`config.mk`:
```
export PLATFORM = sky130hd
export DESIGN_NAME = neg_unit_flat
export DESIGN_NICKNAME = d
export VERILOG_FILES = /design/src/rtl/neg_unit_if.sv /design/src/rtl/neg_unit.sv /design/src/flat_wrapper.sv
export SDC_FILE = /design/constraint.sdc
export NUM_CORES = 1
export LEC_CHECK = 0
export CAP_MARGIN = 0
export CORE_MARGIN = 3
export CORE_UTILIZATION = 55
export CTS_BUF_LIST = sky130_fd_sc_hd__clkbuf_4
export DETAILED_ROUTE_END_ITERATION = 6
export GPL_TIMING_DRIVEN = 1
export PLACE_DENSITY = 0.81
export SYNTH_ARGS = -nofsm -noshare
export SYNTH_HDL_FRONTEND = slang
export SYNTH_SLANG_ARGS = --single-unit
```
`constraint.sdc`:
```
create_clock -name clk -period 3.7 [get_ports clk]
set_input_delay 0.37 -clock clk [delete_from_list [all_inputs] [get_ports clk]]
set_output_delay 0.37 -clock clk [all_outputs]
set_load 0.05 [all_outputs]
```
`src/rtl/neg_unit_if.sv`:
```
// rtl/neg_unit_if.sv - operand/result handshake bundle for neg_unit
interface neg_unit_if #(
    parameter int WIDTH = 16
);
    logic             in_valid;
    logic             in_ready;
    logic [WIDTH-1:0] in_a;
    logic [1:0]       mode;
    logic             out_valid;
    logic             out_ready;
    logic [WIDTH-1:0] out;
    logic             ovf;
    logic             zero;

    modport master (
        output in_valid, in_a, mode, out_ready,
        input  in_ready, out_valid, out, ovf, zero
    );

    modport slave (
        input  in_valid, in_a, mode, out_ready,
        output in_ready, out_valid, out, ovf, zero
    );
endinterface

```
`src/rtl/neg_unit.sv`:
```
// rtl/neg_unit.sv - chunk-serial invert/negate/abs/pass unit
// Processes CHUNK bits per cycle LSB first, rippling the +1 carry between chunks.
module neg_unit #(
    parameter int WIDTH = 16,
    parameter int CHUNK = 4
) (
    input  logic       clk,
    input  logic       rst_n,
    neg_unit_if.slave  bus
);
    localparam int NCHUNK = WIDTH / CHUNK;
    localparam int IDXW   = (NCHUNK > 1) ? $clog2(NCHUNK) : 1;
    localparam logic [IDXW-1:0] LAST = IDXW'(NCHUNK - 1);

    localparam logic [1:0] IDLE = 2'd0;
    localparam logic [1:0] BUSY = 2'd1;
    localparam logic [1:0] DONE = 2'd2;

    logic [1:0]       state;
    logic [IDXW-1:0]  idx;
    logic             carry;
    logic             inv;
    logic             ovf_pend;
    logic [WIDTH-1:0] a_q;
    logic [WIDTH-1:0] acc;
    logic [WIDTH-1:0] out_q;
    logic             ovf_q;
    logic             zero_q;

    logic [CHUNK-1:0] chunk_in;
    logic [CHUNK-1:0] opnd;
    logic [CHUNK:0]   sum_ext;
    logic [WIDTH-1:0] full;

    // full is the accumulator with the current chunk already merged in
    always_comb begin
        chunk_in = a_q[idx*CHUNK +: CHUNK];
        opnd     = inv ? ~chunk_in : chunk_in;
        sum_ext  = {1'b0, opnd} + {{CHUNK{1'b0}}, carry};
        full     = acc;
        full[idx*CHUNK +: CHUNK] = sum_ext[CHUNK-1:0];
    end

    always_ff @(posedge clk or negedge rst_n) begin
        if (!rst_n) begin
            state    <= IDLE;
            idx      <= '0;
            carry    <= 1'b0;
            inv      <= 1'b0;
            ovf_pend <= 1'b0;
            a_q      <= '0;
            acc      <= '0;
            out_q    <= '0;
            ovf_q    <= 1'b0;
            zero_q   <= 1'b0;
        end else begin
            case (state)
                IDLE: begin
                    if (bus.in_valid) begin
                        a_q      <= bus.in_a;
                        inv      <= (bus.mode == 2'b00) || (bus.mode == 2'b01) ||
                                    ((bus.mode == 2'b10) && bus.in_a[WIDTH-1]);
                        carry    <= (bus.mode == 2'b01) ||
                                    ((bus.mode == 2'b10) && bus.in_a[WIDTH-1]);
                        ovf_pend <= ((bus.mode == 2'b01) || (bus.mode == 2'b10)) &&
                                    (bus.in_a == {1'b1, {(WIDTH-1){1'b0}}});
                        idx      <= '0;
                        state    <= BUSY;
                    end
                end
                BUSY: begin
                    acc <= full;
                    if (idx == LAST) begin
                        // final carry-out is dropped: results wrap at WIDTH bits
                        carry  <= 1'b0;
                        idx    <= '0;
                        out_q  <= full;
                        zero_q <= (full == '0);
                        ovf_q  <= ovf_pend;
                        state  <= DONE;
                    end else begin
                        carry <= sum_ext[CHUNK];
                        idx   <= idx + IDXW'(1);
                    end
                end
                DONE: begin
                    if (bus.out_ready) begin
                        state <= IDLE;
                    end
                end
                default: state <= IDLE;
            endcase
        end
    end

    assign bus.in_ready  = (state == IDLE);
    assign bus.out_valid = (state == DONE);
    assign bus.out       = out_q;
    assign bus.ovf       = ovf_q;
    assign bus.zero      = zero_q;
endmodule

```
`src/flat_wrapper.sv`:
```
// flat-port wrapper written by rule: the top's interface ports become plain ports
module neg_unit_flat 
#(
    parameter int WIDTH = 16,
    parameter int CHUNK = 4
)
  (clk, rst_n, bus_in_valid, bus_in_a, bus_mode, bus_out_ready, bus_in_ready, bus_out_valid, bus_out, bus_ovf, bus_zero);
  neg_unit_if #(.WIDTH(WIDTH)) bus_i ();
  input  logic clk;
  input  logic rst_n;
  input wire logic [$bits(bus_i.in_valid)-1:0] bus_in_valid;
  input wire logic [$bits(bus_i.in_a)-1:0] bus_in_a;
  input wire logic [$bits(bus_i.mode)-1:0] bus_mode;
  input wire logic [$bits(bus_i.out_ready)-1:0] bus_out_ready;
  output wire logic [$bits(bus_i.in_ready)-1:0] bus_in_ready;
  output wire logic [$bits(bus_i.out_valid)-1:0] bus_out_valid;
  output wire logic [$bits(bus_i.out)-1:0] bus_out;
  output wire logic [$bits(bus_i.ovf)-1:0] bus_ovf;
  output wire logic [$bits(bus_i.zero)-1:0] bus_zero;
  assign bus_i.in_valid = bus_in_valid;
  assign bus_i.in_a = bus_in_a;
  assign bus_i.mode = bus_mode;
  assign bus_i.out_ready = bus_out_ready;
  assign bus_in_ready = bus_i.in_ready;
  assign bus_out_valid = bus_i.out_valid;
  assign bus_out = bus_i.out;
  assign bus_ovf = bus_i.ovf;
  assign bus_zero = bus_i.zero;
  neg_unit #(.WIDTH(WIDTH), .CHUNK(CHUNK)) u_core (.clk(clk), .rst_n(rst_n), .bus(bus_i));
endmodule
```
==> impl_metrics.yaml, run 1 <==
status:
  status: "finished, final reports clean"
clocking:
  cts.clk_slew.worst_paths_ps: 90
  cts-root-buf: "clkbuf_4"
  cts.sinks: 57
  cts_max_level: 3
  cts_setup_buffers: 0
  cts_buffer_depth: 2
  cts_tree: "built"
  clock_latency_ps: 420
  cts_buffers: 9
yosys:
  yosys-top-cells-area: "dfrtp_1 (50%), nand2_1 (10%), ha_1 (4.8%)"
  syn-mean-instance-area_um2: 9.817
  synth-main-ff-cell: "dfrtp_1"
  synth-edff-count: 0
  syn_inst: 293
  synth_top_area_share: 0.4959
  yosys_warnings: 0
  synthArstFlopShare: 1.000
  synth_area_um2: 2877
  ys_ff_latch: 57
  ys_seq_area_frac: 0.4959
  synth_cell_type_count: 46
  synth_top_cell_by_area: "dfrtp_1"
  syn_nets: 326
routing:
  drtIter0Drc: 217
  wl_um: 6172
  drt-pass1-iter-count: 5
  wl_per_cell_um: 15.09
  via_per_inst: 5.775
  vias: 2362
  drcViolationCount: 0
  postRouteAntennaNets: 0
floorplan:
  core_um2: 4880
  die_height_um: 78.32
  die_w_um: 78.32
  ios: 42
  dieArea_um2: 6134
  start_util: 0.5895
  core.rowCount: 25
setup_path:
  critPathSlowestCell: "dfrtp_1"
  cpLargestDelayFamily: "XOR/XNOR gates"
  critPathBufInv: 0
  crit_type: "flop to flop"
  max_stage_delay_ps: 580
  worst-endpoint-required_ps: 4020
  cp-start-kind: "flop"
  crit_chain: "mux4_1, xor2_1, ha_1, ha_1, xor2_1, xnor2_1, a22oi_1, nand2_1, o41ai_2"
  crit_arrival_ps: 3170
  end_kind: "flop"
  crit_fanout: 11
timing:
  fin_skew_ps: 10.57
  worst_pin_slew_ps: 941.2
  min_period_ps: 2851
  setup_violations: 0
  max-slew-margin-rel: 0.3677
  hold_viol: 0
  rsz0062_at_grt: "no"
  fmax_mhz: 350.8
  whs_ps: 476.2
  fin_setup_tns_ps: 0
  drv_slew: 0
  post-route-period-util: 0.7705
worst_hold_path:
  holdCritPathClass: "flop to flop"
power_and_ir_drop:
  p_int_uw: 1719
  clkPwrFrac: 0.112
  switchingPower_uw: 1568
  leakagePower_uw: 0.001590
  combPwrFrac: 0.572
  p_sw_frac: 0.4771
  ir_worst_vdd_uv: 451.6
  powerDensity_nw_per_um2: 951.4
  p_seq_frac: 0.316
finish:
  layout-drive-gt1-share: 0.07895
  layout_commonest_cell: "nand2_1"
  mostFrequentLayoutCells: "nand2_1 (79), dfrtp_1 (57), clkdlybuf4s50_1 (40)"
  syn_to_final_growth_pct: 20.10
  final_nets: 370
  diodes: 0
  num-fill-cells: 386
placed_design:
  io_buffer_count: 41
  place.gp.congestion: 0.9154
  dpl.hpwl_um: 4478
run:
  drv_cap: 0
global_routing:
  grt_first_pass_wirelength_um: 10810
  track_usage: 0.2313
  grt-ovfl-total: 0
  grt_pass1_vias: 2293
  grt_max_degree: 31
  antenna_found_initial: 0
==> sequential cells by signal, summed over array words and instances, names as in the netlist <==
| register | cells |
|---|---|
| u_core.a_q | 16 |
| u_core.acc | 16 |
| u_core.bus.out | 16 |
| u_core.bus.ovf | 1 |
| u_core.bus.zero | 1 |
| u_core.carry | 1 |
| u_core.idx | 2 |
| u_core.inv | 1 |
| u_core.ovf_pend | 1 |
| u_core.state | 2 |
==> final cells by class <==
class                      count  area [um^2]  area share
inverter                       8        30.03    0.008693
sequential                    57         1426      0.4129
timing repair buffer          47        452.9      0.1311
tap                           67        83.83     0.02427
clock buffer                  11        82.58     0.02390
clock inverter                 5        22.52    0.006519
multi-input combinational    214         1356      0.3926
==> synthesized netlist by cell type, types with 5 or more instances <==
library cell and n:
a32o_1 9, inv_1 8, a21oi_1 5, nor2_1 19, nand2_1 79, ha_1 11
nor3_1 5, a221oi_1 5, clkbuf_1 9, dfrtp_1 57, o21ai_0 17, a22oi_1 5
mux2i_1 5
==> worst register-to-register path, cell delays in order, from the launching register on <==
cell and delay, ps:
dfrtp_1 580, mux4_1 370, xor2_1 160, ha_1 240
ha_1 230, xor2_1 280, xnor2_1 170, a22oi_1 260
nand2_1 120, o41ai_2 350
==> logic make-up (layout without fill, tap and decap cells) <==
group,after synthesis,count (layout),synth area share
buf+inv,22,71,0.03262
flops,57,57,0.4959
compound gates,57,57,0.1479
mux,11,11,0.05655
simple gates,130,130,0.2040
xor+xnor,5,5,0.01523
fa+ha+maj,11,11,0.04785
==> per-layer routing <==
layer  global-route usage  part of all wire
met1               0.2858              0.44
met3              0.06078             0.052
met5                    0                 0
met4               0.1206             0.025
met2               0.3733              0.49
==> power groups by stage <==
stage | registers [uW] | logic, uW | clock network [uW]
floorplan | 1270 | 1130 | 0
global placement | 1040 | 1830 | 0
detailed placement | 1050 | 1860 | 0
CTS | 1040 | 1870 | 375
global route | 1070 | 2050 | 411
finish | 1040 | 1880 | 368
==> repair_timing <==
item / 4_1_cts / 5_1_grt
hold buffers: 1 / 0
setup endpoints to repair: 0 / 0
resized for setup: 0 / 0
endpoints found under the hold margin: 29 / 0
==> path summary, 6_finish.rpt <==
path / cells past startpoint / startpoint / to / slack [ps]
max: 9 / u_core.idx[1] / u_core.bus.zero / 850
min: 2 / u_core.a_q[9] / u_core.a_q[9] / 480
max reg2reg: 9 / u_core.idx[1] / u_core.bus.zero / 850
min reg2reg: 2 / u_core.a_q[9] / u_core.a_q[9] / 480
max in group asynchronous: 3 / rst_n / u_core.a_q[11] / 2380
min in group asynchronous: 2 / rst_n / u_core.bus.out[10] / 520
==> through the flow <==
stage | std cells | utilization | worst slack (ps) | total power (uW) | area, um^2
finish | 409 | 0.7079 | 849.1 | 3287 | 3455
global route | 409 | 0.7079 | 601.1 | 3534 | 3455
CTS | 409 | 0.7079 | 852.8 | 3282 | 3455
detailed placement | 392 | 0.6844 | 909.2 | 2912 | 3339
global placement | 392 | 0.6844 | 974.4 | 2869 | 3339
floorplan | 293 | - | 744.7 | 2398 | 2877
Note: power is estimated with default switching activity, not from simulation.
==> run 2, diff against run 1 <==
Clock period 3.7 ns to 2.8 ns, I/O delays scaled along.
==> run 2 against run 1 <==
Net effect: sequential cell count unchanged; cell count grew 1.5%; register-to-register slack got worse by 740 ps; core utilization increased by 1.2 points; global-route usage rose by 0.71 points; maximum frequency rose by 5.9%; sequential power grew 32%; critical path depth is 1 lower; clock power increased by 31%; combinational power increased by 41%; clock skew fell by 1.8 ps; via count increased by 1.9%; critical endpoint is now u_core.acc[11].
==> impl_metrics.yaml, run 2 (synthesized netlist as in run 1, its figures left out) <==
placed_design:
  place.gp.congestion: 0.9091
  dpl.hpwl_um: 4731
  io_buffer_count: 41
  post-place-ws_ps: 78.72
clocking:
  cts.clk_slew.worst_paths_ps: 90
  cts_buffers: 9
  clock_latency_ps: 400
  cts-root-buf: "clkbuf_4"
  cts_max_level: 3
  cts_hold_buffers: 0
  cts_tree: "built"
  cts_buffer_depth: 2
  cts.sinks: 57
setup_path:
  crit_arrival_ps: 2990
  crit_type: "flop to flop"
  critPathSlowestCell: "mux4_2"
  end_kind: "flop"
  crit_chain: "mux4_2, xor2_1, ha_2, and2_0, a221o_1, a211o_4, and2_4, a32o_1"
  reg2regPathDepth: 8
  crit_fanout: 6
  worst-endpoint-required_ps: 3090
  max_stage_delay_ps: 500
  cp-start-kind: "flop"
floorplan:
  core_um2: 4880
  die_w_um: 78.32
  dieArea_um2: 6134
  start_util: 0.5895
  core.rowCount: 25
  die_height_um: 78.32
  ios: 42
timing:
  max-slew-margin-rel: 0.5012
  post-route-period-util: 0.9613
  fin_skew_ps: 8.755
  setup_violations: 0
  setup_slack_ps: 108.5
  fmax_mhz: 371.5
  worst_pin_slew_ps: 747.8
  drv_slew: 0
  fin_setup_tns_ps: 0
  min_period_ps: 2692
  hold_viol: 0
  rsz0062_at_grt: "no"
power_and_ir_drop:
  switchingPower_uw: 2129
  p_seq_frac: 0.304
  clkPwrFrac: 0.107
  p_int_uw: 2381
  powerDensity_nw_per_um2: 1284
  combPwrFrac: 0.589
  ir_worst_vdd_uv: 706.4
  leakagePower_uw: 0.001615
  p_sw_frac: 0.4721
finish:
  mostFrequentLayoutCells: "nand2_1 (79), dfrtp_1 (56), clkdlybuf4s50_1 (40)"
  final_nets: 376
  syn_to_final_growth_pct: 22.14
  diodes: 0
  num-fill-cells: 387
  layout_commonest_cell: "nand2_1"
  layout-drive-gt1-share: 0.1121
routing:
  wl_um: 6583
  drcViolationCount: 0
  drt-pass1-iter-count: 5
  drtIter0Drc: 163
  via_per_inst: 5.800
  vias: 2407
  wl_per_cell_um: 15.86
  postRouteAntennaNets: 0
global_routing:
  grt_first_pass_wirelength_um: 11090
  grt-ovfl-total: 0
  antenna_found_initial: 0
  grt_pass1_vias: 2386
  track_usage: 0.2383
  grt_max_degree: 58
run:
  drv_cap: 0
worst_hold_path:
  holdCritPathClass: "input pin to async pin"
status:
  status: "finished, final reports clean"
[run 2: layer usage]
metal | global-route usage | wire length, um | vias up | part of all wire
met4 | 0.1399 | 177 | 0 | 0.027
li1 | - | - | 1140 | -
met2 | 0.3964 | 3222 | 106 | 0.49
met1 | 0.2878 | 2792 | 1141 | 0.42
met3 | 0.04702 | 390 | 20 | 0.059
met5 | 0 | 0 | - | 0
[run 2: metrics by stage]
stage	instance area (um^2)	hold WS, ps	power [uW]	utilization	instances
global placement	3396	452.1	3907	0.6959	399
finish	3513	9.949	4510	0.7200	415
global route	3513	48.99	4839	0.7200	415
CTS	3501	26.55	4470	0.7174	415
floorplan	2887	-15.59	3184	-	293
detailed placement	3396	461.1	3978	0.6959	399
[run 2: area by class of cell]
| type | instances | area [um^2] | area share |
|---|---|---|---|
| Inverter | 8 | 30.03 | 0.008547 |
| Tap cell | 67 | 83.83 | 0.02386 |
| Timing Repair Buffer | 53 | 495.5 | 0.1410 |
| Multi-Input combinational cell | 214 | 1371 | 0.3903 |
| Clock buffer | 11 | 82.58 | 0.02350 |
| Sequential cell | 57 | 1428 | 0.4063 |
| Clock inverter | 5 | 22.52 | 0.006410 |
[run 2: timing repair]
action	in CTS	in global routing
gates resized for setup	0	3
setup endpoints to repair	0	6
buffers inserted	0	0
[run 2: worst paths after layout]
path,startpoint,end,slack [ps]
max reg2reg,u_core.idx[0],u_core.acc[11],110
min in group clk,bus_in_a[2],u_core.a_q[2],430
min,rst_n,u_core.bus.out[6],10
max,u_core.idx[0],u_core.acc[11],110
max in group asynchronous,rst_n,u_core.idx[0],2290
min reg2reg,u_core.a_q[8],u_core.a_q[8],490
[run 2: power groups by stage]
stage,registers [uW],clock network (uW),logic (uW)
detailed placement,1380,0,2600
finish,1370,482,2660
global placement,1360,0,2550
CTS,1370,494,2610
floorplan,1680,0,1510
global route,1420,533,2890
[run 2: critical path, delay by kind of cell, from the launching register on]
kind | cells | cell delay [ps]
muxes | 1 | 500
AOI/OAI and AO/OA | 3 | 990
DFF | 1 | 380
and+or+nand+nor | 2 | 340
adders and majority gates | 1 | 220
xor gates and xnor gates | 1 | 160
==> run 3, diff against run 2 <==
Settings changed: CORE_UTILIZATION 55 to 40, PLACE_DENSITY 0.81 to default.
==> run 3 against run 2 <==
Net effect: cell area up 1.4%; cell count grew 6.5%; largest cell class unchanged; worst hold slack improved by 410 ps; sequential power is essentially flat; highest routed layer unchanged; die area is 34% higher; maximum frequency increased by 0.61%; critical endpoint is now u_core.acc[3]; register-to-register slack better by 20 ps.
==> impl_metrics.yaml, run 3 (synthesized netlist as in run 1, its figures left out) <==
finish:
  final_nets: 376
  num-fill-cells: 673
  layout_commonest_cell: "nand2_1"
  syn_to_final_growth_pct: 23.88
  layout-drive-gt1-share: 0.1069
  mostFrequentLayoutCells: "nand2_1 (79), dfrtp_1 (56), clkdlybuf4s50_1 (40)"
  diodes: 0
timing:
  whs_ps: 418.4
  post-route-period-util: 0.9554
  setup_violations: 0
  fin_skew_ps: 18.22
  fmax_mhz: 373.8
  drv_slew: 0
  min_period_ps: 2675
  hold_viol: 0
  worst_pin_slew_ps: 746.1
  fin_setup_tns_ps: 0
  max-slew-margin-rel: 0.5023
setup_path:
  critPathSlowestCell: "mux4_2"
  crit_chain: "mux4_2, xor2_1, ha_2, and2_0, a221o_1, a211o_4, and2_4, a32o_1"
  crit_fanout: 6
  max_stage_delay_ps: 500
  cp-start-kind: "flop"
  crit_type: "flop to flop"
  end_kind: "flop"
  worst-endpoint-required_ps: 3100
  crit_arrival_ps: 2980
floorplan:
  core_um2: 6869
  core.rowCount: 30
  dieArea_um2: 8245
  start_util: 0.4188
  die_height_um: 90.80
  ios: 42
  die_w_um: 90.80
clocking:
  cts.clk_slew.worst_paths_ps: 90
  clock_latency_ps: 410
  cts.sinks: 57
  cts_buffer_depth: 2
  cts-root-buf: "clkbuf_4"
  cts_tree: "built"
  cts_max_level: 3
  cts_buffers: 9
placed_design:
  place.gp.congestion: 0.8237
  io_buffer_count: 41
  dpl.hpwl_um: 5029
power_and_ir_drop:
  ir_worst_vdd_uv: 486.7
  leakagePower_uw: 0.001610
  power.total_uw: 4478
  powerDensity_nw_per_um2: 1257
routing:
  drcViolationCount: 0
  wl_um: 6687
  postRouteAntennaNets: 0
  wl_per_cell_um: 15.13
  via_per_inst: 5.192
  drt-pass1-iter-count: 4
  vias: 2295
  drtIter0Drc: 112
global_routing:
  track_usage: 0.1745
  grt_max_degree: 30
  grt_first_pass_wirelength_um: 11190
  grt-ovfl-total: 0
  grt_pass1_vias: 2252
  antenna_found_initial: 0
run:
  drv_cap: 0
worst_hold_path:
  holdCritPathClass: "input pin to flop"
status:
  status: "finished, final reports clean"
==> run 3: cell count changes in the layout (fill, tap and decap cells not counted), sizes merged <==
cell / previous run / this run
clkinv: 5 / 3
buf: 13 / 12
dlygate4sd3: 0 / 1
==> run 3: layer usage <==
| metal | wire length (um) | part of all wire | track usage |
|---|---|---|---|
| met2 | 3221 | 0.48 | 0.2736 |
| met3 | 284 | 0.042 | 0.05250 |
| met1 | 3090 | 0.46 | 0.2268 |
| met5 | 0 | 0 | 0 |
| met4 | 91 | 0.014 | 0.06784 |
==> run 3: where the power goes <==
group	total [uW]	leakage, uW	internal, uW	switching [uW]
Sequential	1360	0.000734	1150	214
Clock	461	0.0000553	184	277
Combinational	2650	0.000821	1040	1620
Total	4480	0.00161	2370	2110
==> run 3: cell type report <==
class / count / area [um^2] / share of cell area
clock buffer: 11 / 82.58 / 0.02317
clock inverter: 3 / 11.26 / 0.003160
inverter: 8 / 30.03 / 0.008427
multi-input combinational: 214 / 1381 / 0.3876
sequential: 57 / 1428 / 0.4006
tap: 96 / 120.1 / 0.03371
timing repair buffer: 53 / 510.5 / 0.1433
==> run 3: repair_timing <==
action	in CTS	in global routing
gates resized for setup	0	5
hold buffers	1	0
setup endpoints to repair	0	6
setup buffers	0	0
hold endpoints to repair	28	0
==> run 3: through the flow <==
stage                     cells  instance area [um^2]  setup WS (ps)  utilization
after floorplan             293                  2887          20.14            -
after global placement      427                  3437          119.4       0.5004
after detailed placement    427                  3437          86.84       0.5004
after CTS                   442                  3541          66.26       0.5155
after global routing        442                  3563         -26.17       0.5188
final                       442                  3563          124.9       0.5188
==> run 3: worst paths after layout <==
check | start | to | slack [ps] | depth (start not counted)
hold / removal | bus_in_a[6] | u_core.a_q[6] | 420 | 3
setup / recovery | u_core.idx[0] | u_core.acc[3] | 120 | 8
max in group asynchronous | rst_n | u_core.idx[1] | 1770 | 3
setup reg to reg | u_core.idx[0] | u_core.acc[3] | 120 | 8
hold reg to reg | u_core.ovf_pend | u_core.bus.ovf | 470 | 2
min in group asynchronous | rst_n | u_core.acc[4] | 440 | 2
==> run 3: critical path: cells and delay by family, from the launching register on <==
| family | cells | cell delay [ps] |
|---|---|---|
| simple gates | 2 | 350 |
| flops | 1 | 380 |
| compound gates | 3 | 960 |
| fa+ha+maj | 1 | 230 |
| mux | 1 | 500 |
| xor+xnor | 1 | 160 |
